**config.mk**
```make
export PLATFORM = sky130hd
export DESIGN_NAME = stall_scoreboard_flat
export DESIGN_NICKNAME = d
export VERILOG_FILES = /design/src/rtl/stall_scoreboard_pkg.sv /design/src/rtl/stall_scoreboard_if.sv /design/src/rtl/stall_scoreboard_xalu_busy_ctr.sv /design/src/rtl/stall_scoreboard.sv /design/src/flat_wrapper.sv
export SDC_FILE = /design/constraint.sdc
export NUM_CORES = 1
export LEC_CHECK = 0
export CAP_MARGIN = 20
export CORE_MARGIN = 10
export CORE_UTILIZATION = 37
export DETAILED_ROUTE_END_ITERATION = 10
export PLACE_DENSITY_LB_ADDON = 0.3
export SYNTH_ARGS = -nofsm -noshare
export SYNTH_HDL_FRONTEND = slang
export SYNTH_HIERARCHICAL = 1
export SYNTH_SLANG_ARGS = --single-unit
```
**constraint.sdc**
```tcl
create_clock -name clk -period 4.8 [get_ports clk]
set_clock_uncertainty 0.15 [all_clocks]
set_input_delay 0.48 -clock clk [delete_from_list [all_inputs] [get_ports clk]]
set_output_delay 0.48 -clock clk [all_outputs]
set_load 0.1 [all_outputs]
```
**src/rtl/stall_scoreboard_pkg.sv**
```systemverilog
// Shared pipeline timing constants for the hazard scoreboard: Tuse/Tnew encodings
// and the default XALU occupancy lengths.
package stall_scoreboard_pkg;
  localparam int TUSE_D = 0;
  localparam int TUSE_E = 1;
  localparam int TUSE_M = 2;

  localparam int TNEW_LINK = 0;
  localparam int TNEW_ALU  = 1;
  localparam int TNEW_LOAD = 2;

  localparam int MULT_CYC_DEF = 5;
  localparam int DIV_CYC_DEF  = 10;

  function automatic int max2(input int a, input int b);
    return (a > b) ? a : b;
  endfunction
endpackage

```
**src/rtl/stall_scoreboard_if.sv**
```systemverilog
// D-stage hazard query bundle: source/destination descriptors in, stall/busy back.
interface stall_scoreboard_if #(
  parameter int NREG = 32,
  parameter int TW   = 2
);
  localparam int RW = $clog2(NREG);

  logic [RW-1:0] rs_d, rt_d, dst_d;
  logic          rs_use, rt_use, wr_d;
  logic [TW-1:0] tuse_rs, tuse_rt, tnew_d;
  logic          xalu_start_d, xalu_div_d, xalu_use_d;
  logic          flush;
  logic          stall, xalu_busy;

  modport master (
    output rs_d, rt_d, dst_d, rs_use, rt_use, wr_d, tuse_rs, tuse_rt, tnew_d,
           xalu_start_d, xalu_div_d, xalu_use_d, flush,
    input  stall, xalu_busy
  );
  modport slave (
    input  rs_d, rt_d, dst_d, rs_use, rt_use, wr_d, tuse_rs, tuse_rt, tnew_d,
           xalu_start_d, xalu_div_d, xalu_use_d, flush,
    output stall, xalu_busy
  );
endinterface

```
**src/rtl/stall_scoreboard_xalu_busy_ctr.sv**
```systemverilog
// Countdown of remaining mult/div occupancy; busy while nonzero.
module xalu_busy_ctr
  import stall_scoreboard_pkg::*;
#(
  parameter int MULT_CYC = MULT_CYC_DEF,
  parameter int DIV_CYC  = DIV_CYC_DEF
) (
  input  logic clk,
  input  logic reset,
  input  logic start_i,
  input  logic div_i,
  output logic busy_o
);
  localparam int CW = $clog2(max2(MULT_CYC, DIV_CYC) + 1);

  logic [CW-1:0] ctr_q, ctr_d;

  always_comb begin
    ctr_d = ctr_q;
    if (start_i)              ctr_d = div_i ? CW'(DIV_CYC) : CW'(MULT_CYC);
    else if (ctr_q != '0)     ctr_d = ctr_q - CW'(1);
  end

  always_ff @(posedge clk or negedge reset) begin
    if (!reset) ctr_q <= '0;
    else        ctr_q <= ctr_d;
  end

  assign busy_o = (ctr_q != '0);
endmodule

```
**src/rtl/stall_scoreboard.sv**
```systemverilog
// Tnew/Tuse hazard scoreboard: per-register countdown of cycles until a result is
// forwardable, plus XALU occupancy, producing the F/D freeze signal.
module stall_scoreboard
  import stall_scoreboard_pkg::*;
#(
  parameter int NREG     = 32,
  parameter int TW       = 2,
  parameter int MULT_CYC = MULT_CYC_DEF,
  parameter int DIV_CYC  = DIV_CYC_DEF
) (
  input  logic             clk,
  input  logic             reset,
  stall_scoreboard_if.slave d
);
  localparam int RW = $clog2(NREG);

  logic [NREG-1:0][TW-1:0] cnt_q, cnt_d;
  logic haz_rs, haz_rt, haz_x, stall, xalu_busy, ld_en;

  assign haz_rs = d.rs_use && (d.rs_d != '0) && (cnt_q[d.rs_d] > d.tuse_rs);
  assign haz_rt = d.rt_use && (d.rt_d != '0) && (cnt_q[d.rt_d] > d.tuse_rt);
  assign haz_x  = xalu_busy && d.xalu_use_d;
  assign stall  = haz_rs || haz_rt || haz_x;
  assign ld_en  = !stall && d.wr_d && (d.dst_d != '0);

  // Load beats decrement on the same entry; flush beats both. Entry 0 is pinned at 0.
  always_comb begin
    cnt_d = cnt_q;
    for (int r = 0; r < NREG; r++) begin
      if (r == 0 || d.flush)                    cnt_d[r] = '0;
      else if (ld_en && d.dst_d == RW'(r))      cnt_d[r] = d.tnew_d;
      else if (cnt_q[r] != '0)                  cnt_d[r] = cnt_q[r] - TW'(1);
    end
  end

  always_ff @(posedge clk or negedge reset) begin
    if (!reset) cnt_q <= '0;
    else        cnt_q <= cnt_d;
  end

  xalu_busy_ctr #(
    .MULT_CYC (MULT_CYC),
    .DIV_CYC  (DIV_CYC)
  ) u_xalu (
    .clk     (clk),
    .reset   (reset),
    .start_i (d.xalu_start_d && !stall),
    .div_i   (d.xalu_div_d),
    .busy_o  (xalu_busy)
  );

  assign d.stall     = stall;
  assign d.xalu_busy = xalu_busy;
endmodule

```
**src/flat_wrapper.sv**
```systemverilog
// flat-port wrapper written by rule: the top's interface ports become plain ports
module stall_scoreboard_flat import stall_scoreboard_pkg::*;
#(
  parameter int NREG     = 32,
  parameter int TW       = 2,
  parameter int MULT_CYC = MULT_CYC_DEF,
  parameter int DIV_CYC  = DIV_CYC_DEF
)
  (clk, reset, d_rs_d, d_rt_d, d_dst_d, d_rs_use, d_rt_use, d_wr_d, d_tuse_rs, d_tuse_rt, d_tnew_d, d_xalu_start_d, d_xalu_div_d, d_xalu_use_d, d_flush, d_stall, d_xalu_busy);
  stall_scoreboard_if #(.NREG(NREG), .TW(TW)) d_i ();
  input  logic clk;
  input  logic reset;
  input wire logic [$bits(d_i.rs_d)-1:0] d_rs_d;
  input wire logic [$bits(d_i.rt_d)-1:0] d_rt_d;
  input wire logic [$bits(d_i.dst_d)-1:0] d_dst_d;
  input wire logic [$bits(d_i.rs_use)-1:0] d_rs_use;
  input wire logic [$bits(d_i.rt_use)-1:0] d_rt_use;
  input wire logic [$bits(d_i.wr_d)-1:0] d_wr_d;
  input wire logic [$bits(d_i.tuse_rs)-1:0] d_tuse_rs;
  input wire logic [$bits(d_i.tuse_rt)-1:0] d_tuse_rt;
  input wire logic [$bits(d_i.tnew_d)-1:0] d_tnew_d;
  input wire logic [$bits(d_i.xalu_start_d)-1:0] d_xalu_start_d;
  input wire logic [$bits(d_i.xalu_div_d)-1:0] d_xalu_div_d;
  input wire logic [$bits(d_i.xalu_use_d)-1:0] d_xalu_use_d;
  input wire logic [$bits(d_i.flush)-1:0] d_flush;
  output wire logic [$bits(d_i.stall)-1:0] d_stall;
  output wire logic [$bits(d_i.xalu_busy)-1:0] d_xalu_busy;
  assign d_i.rs_d = d_rs_d;
  assign d_i.rt_d = d_rt_d;
  assign d_i.dst_d = d_dst_d;
  assign d_i.rs_use = d_rs_use;
  assign d_i.rt_use = d_rt_use;
  assign d_i.wr_d = d_wr_d;
  assign d_i.tuse_rs = d_tuse_rs;
  assign d_i.tuse_rt = d_tuse_rt;
  assign d_i.tnew_d = d_tnew_d;
  assign d_i.xalu_start_d = d_xalu_start_d;
  assign d_i.xalu_div_d = d_xalu_div_d;
  assign d_i.xalu_use_d = d_xalu_use_d;
  assign d_i.flush = d_flush;
  assign d_stall = d_i.stall;
  assign d_xalu_busy = d_i.xalu_busy;
  stall_scoreboard #(.NREG(NREG), .TW(TW), .MULT_CYC(MULT_CYC), .DIV_CYC(DIV_CYC)) u_core (.clk(clk), .reset(reset), .d(d_i));
endmodule
```
==> results of run 1 <==
==> metrics by stage <==
stage | cell area (um^2) | power (mW)
5_1_grt | 6450 | 3.94
3_3_place_gp | 6130 | 2.77
4_1_cts | 6450 | 3.65
3_5_place_dp | 6130 | 2.90
6_report | 6450 | 3.62
2_1_floorplan | 5610 | 2.47
==> registers in the layout, summed over array words and instances, names as in the netlist <==
name	count
u_core/cnt_q	62
u_core/u_xalu/ctr_q	4
==> cells by family (layout without fill, tap and decap cells) <==
kind of cell	count (synthesis)	in the layout	share of synthesized area, %
adder cells (fa/ha/maj)	37	37	8.25
buffers and inverters	98	129	7.51
AND/OR/NAND/NOR	177	177	16.8
AO/OA/AOI/OAI	62	62	6.80
flip-flops	66	66	29.4
XOR/XNOR	33	33	5.15
multiplexers	101	101	26.1
==> layout by cell type, fill, tap and decap left out, drive strengths merged, types with 3 or more instances in the layout <==
master	count
a21oi	34
and3	6
buf	17
clkbuf	13
clkdlybuf4s50	28
dfrtp	66
ha	37
inv	69
mux2	63
mux2i	10
mux4	28
nand2	13
nand2b	6
nand3	12
nand4	20
nor2	98
nor2b	8
nor3	3
nor4	5
o211ai	3
o21ai	7
o221ai	3
o22ai	4
xnor2	3
xor2	30
==> cell type report <==
| type | count | area [um^2] | area share, % |
|---|---|---|---|
| inverters | 69 | 259 | 4.02 |
| multi-input cells | 410 | 3550 | 55.0 |
| clock inverters | 2 | 60.1 | 0.931 |
| clock buffers | 13 | 260 | 4.04 |
| flip-flops and latches | 66 | 1650 | 25.6 |
| well taps | 184 | 230 | 3.57 |
| repair buffers | 45 | 440 | 6.83 |
==> final timing paths <==
kind,startpoint,end,slack [ps],cells past startpoint
setup / recovery,d_rs_d[0],d_stall,650,12
hold reg to reg,u_core/u_xalu/ctr_q[2],u_core/u_xalu/ctr_q[2],520,2
hold / removal,reset,u_core/cnt_q[5],60,1
min in group clk,d_flush,u_core/cnt_q[60],280,2
setup reg to reg,u_core/cnt_q[7],u_core/cnt_q[49],1160,12
max in group asynchronous,reset,u_core/cnt_q[56],3470,2
==> critical path: stages <==
cell and delay, ps:
clkdlybuf4s50_1 460, buf_4 250, mux4_2 540, mux2i_1 250, o22ai_1 120, a311oi_1 270, ha_1 290, nand2_1 60
o211ai_1 140, o221ai_2 230, buf_4 230, buf_12 190
==> power by group through the flow <==
stage / combinational (mW) / clock (mW) / sequential [mW]
after global routing: 2.09 / 0.767 / 1.08
final: 1.85 / 0.724 / 1.05
after floorplan: 1.51 / 0 / 0.959
after CTS: 1.86 / 0.745 / 1.05
after detailed placement: 1.85 / 0 / 1.05
after global placement: 1.73 / 0 / 1.04
==> metal layers <==
metal	share of wire (%)	routed length [um]
met5	0	0
met4	3.0	461
met3	6.0	913
met1	42	6290
met2	49	7460
==> impl_metrics.tcl, run 1 <==
set metrics [dict create \
    via_per_inst 5.56 \
    syn_to_final_growth_pct 14.8 \
    yosysWarnings 6 \
    power_density_mw_per_mm2 562 \
    port_buffers 31 \
    synthFlopType "dfrtp_1" \
    clk_pin_slew_ps 60 \
    whs_ps 61.5 \
    internal_power_mw 2.20 \
    rows 44 \
    synth-seq-cells 66 \
    use_met2_pct 26.3 \
    critPathMaxFanout 12 \
    use_met3_pct 3.81 \
    synth_edf_count 0 \
    worstSetupPathType "in -> out" \
    synth_nets 641 \
    setup_tns_ps 0 \
    seq_area_frac_synth_pct 29.4 \
    vias 4384 \
    die_x_um 143 \
    worst_slack_ps 648 \
    grt_pass1_vias 4579 \
    final_util_pct 43.9 \
    final_antenna_net_count 0 \
    clockPowerShare_pct 20.0 \
    critPathLaunchType "input pin" \
    worstSkewPairLatency_ps 340 \
    pwr-share-seq_pct 28.9 \
    grt_usage_pct 15.4 \
    syn_inst 574 \
    grt_overflow_total 0 \
    synth.avg_cell_area_um2 9.78 \
    async_flop_share_pct 100 \
    cts_buffer_depth 2 \
    wl_per_cell_um 19.2 \
    top_usage_layer "met2" \
    dieArea_mm2 0.0205 \
    place_inst 774 \
    synthTopCellsByCount "nor2_1 (98), inv_1 (69), dfrtp_1 (66)" \
    die_h_um 143 \
    cts_inserted_buffers 9 \
    synth_top_area_share_pct 29.4 \
    max-slew-margin-rel_pct 34.8 \
    drt-initial-drc-count 309 \
    p_comb_share_pct 51.1 \
    cts_tree "done" \
    drt_first_pass_iters 5 \
    fmax_mhz 241 \
    cp.arrival_ps 3520 \
    yosys-top-cells-area "dfrtp_1 (29%), mux4_2 (11%), mux2_2 (9.2%)" \
    worstPathRequired_ps 4170 \
    fillers 1412 \
    met1_usage_pct 17.9 \
    post-route-drc-count 0 \
    final_hold_viol_count 0 \
    synth_most_common_cell "nor2_1" \
    drive_gt1_share_pct 21.5 \
    yosysTopAreaCell "dfrtp_1" \
    finalSetupViolations 0 \
    clock_sinks 66 \
    cp-end-kind "primary output" \
    grt_max_degree 58 \
    finalMaxSlewViolations 0 \
    wl_mm 15.1 \
    postCtsHoldBufs 0 \
    switchingPower_mw 1.42 \
    gp_congestion 0.901 \
    antenna_found_initial 0 \
    tightest_slew_ps 976 \
    run_status "finished, final reports clean" \
    initial_utilization_pct 38.2 \
    leakage_nw 2.80 \
    min_path_type "in -> async" \
    antenna_cells 0 \
    root_buffer "clkbuf_16" \
    core_area_mm2 0.0147 \
    grt_first_pass_wirelength_mm 24.2 \
    syn_area_mm2 0.00561 \
    max-cap-violations 0 \
    min_period_ps 4150 \
    switching_share_pct 39.2 \
    ios 32 \
    min_period_over_period_pct 86.5 \
    pre_cts_slack_ps 378 \
    cts_setup_buffers 0 \
    final_cell_count_no_fill 789 \
    vdd_drop_max_v 0.000220 \
    fin_nets 668 \
    rsz0062_at_grt "false" \
    dp_hpwl_mm 11.5 \
    synth_cell_type_count 49 \
    cts_htree_levels 3 \
    ctsResizeCount 0 \
]
Note: power is estimated with default switching activity, not from simulation.
==> run 2, diff against run 1 <==
Settings changed: CAP_MARGIN 20 to unset.
==> results of run 2 <==
No change in the layout: final DEF, timing and power equal those of run 1.
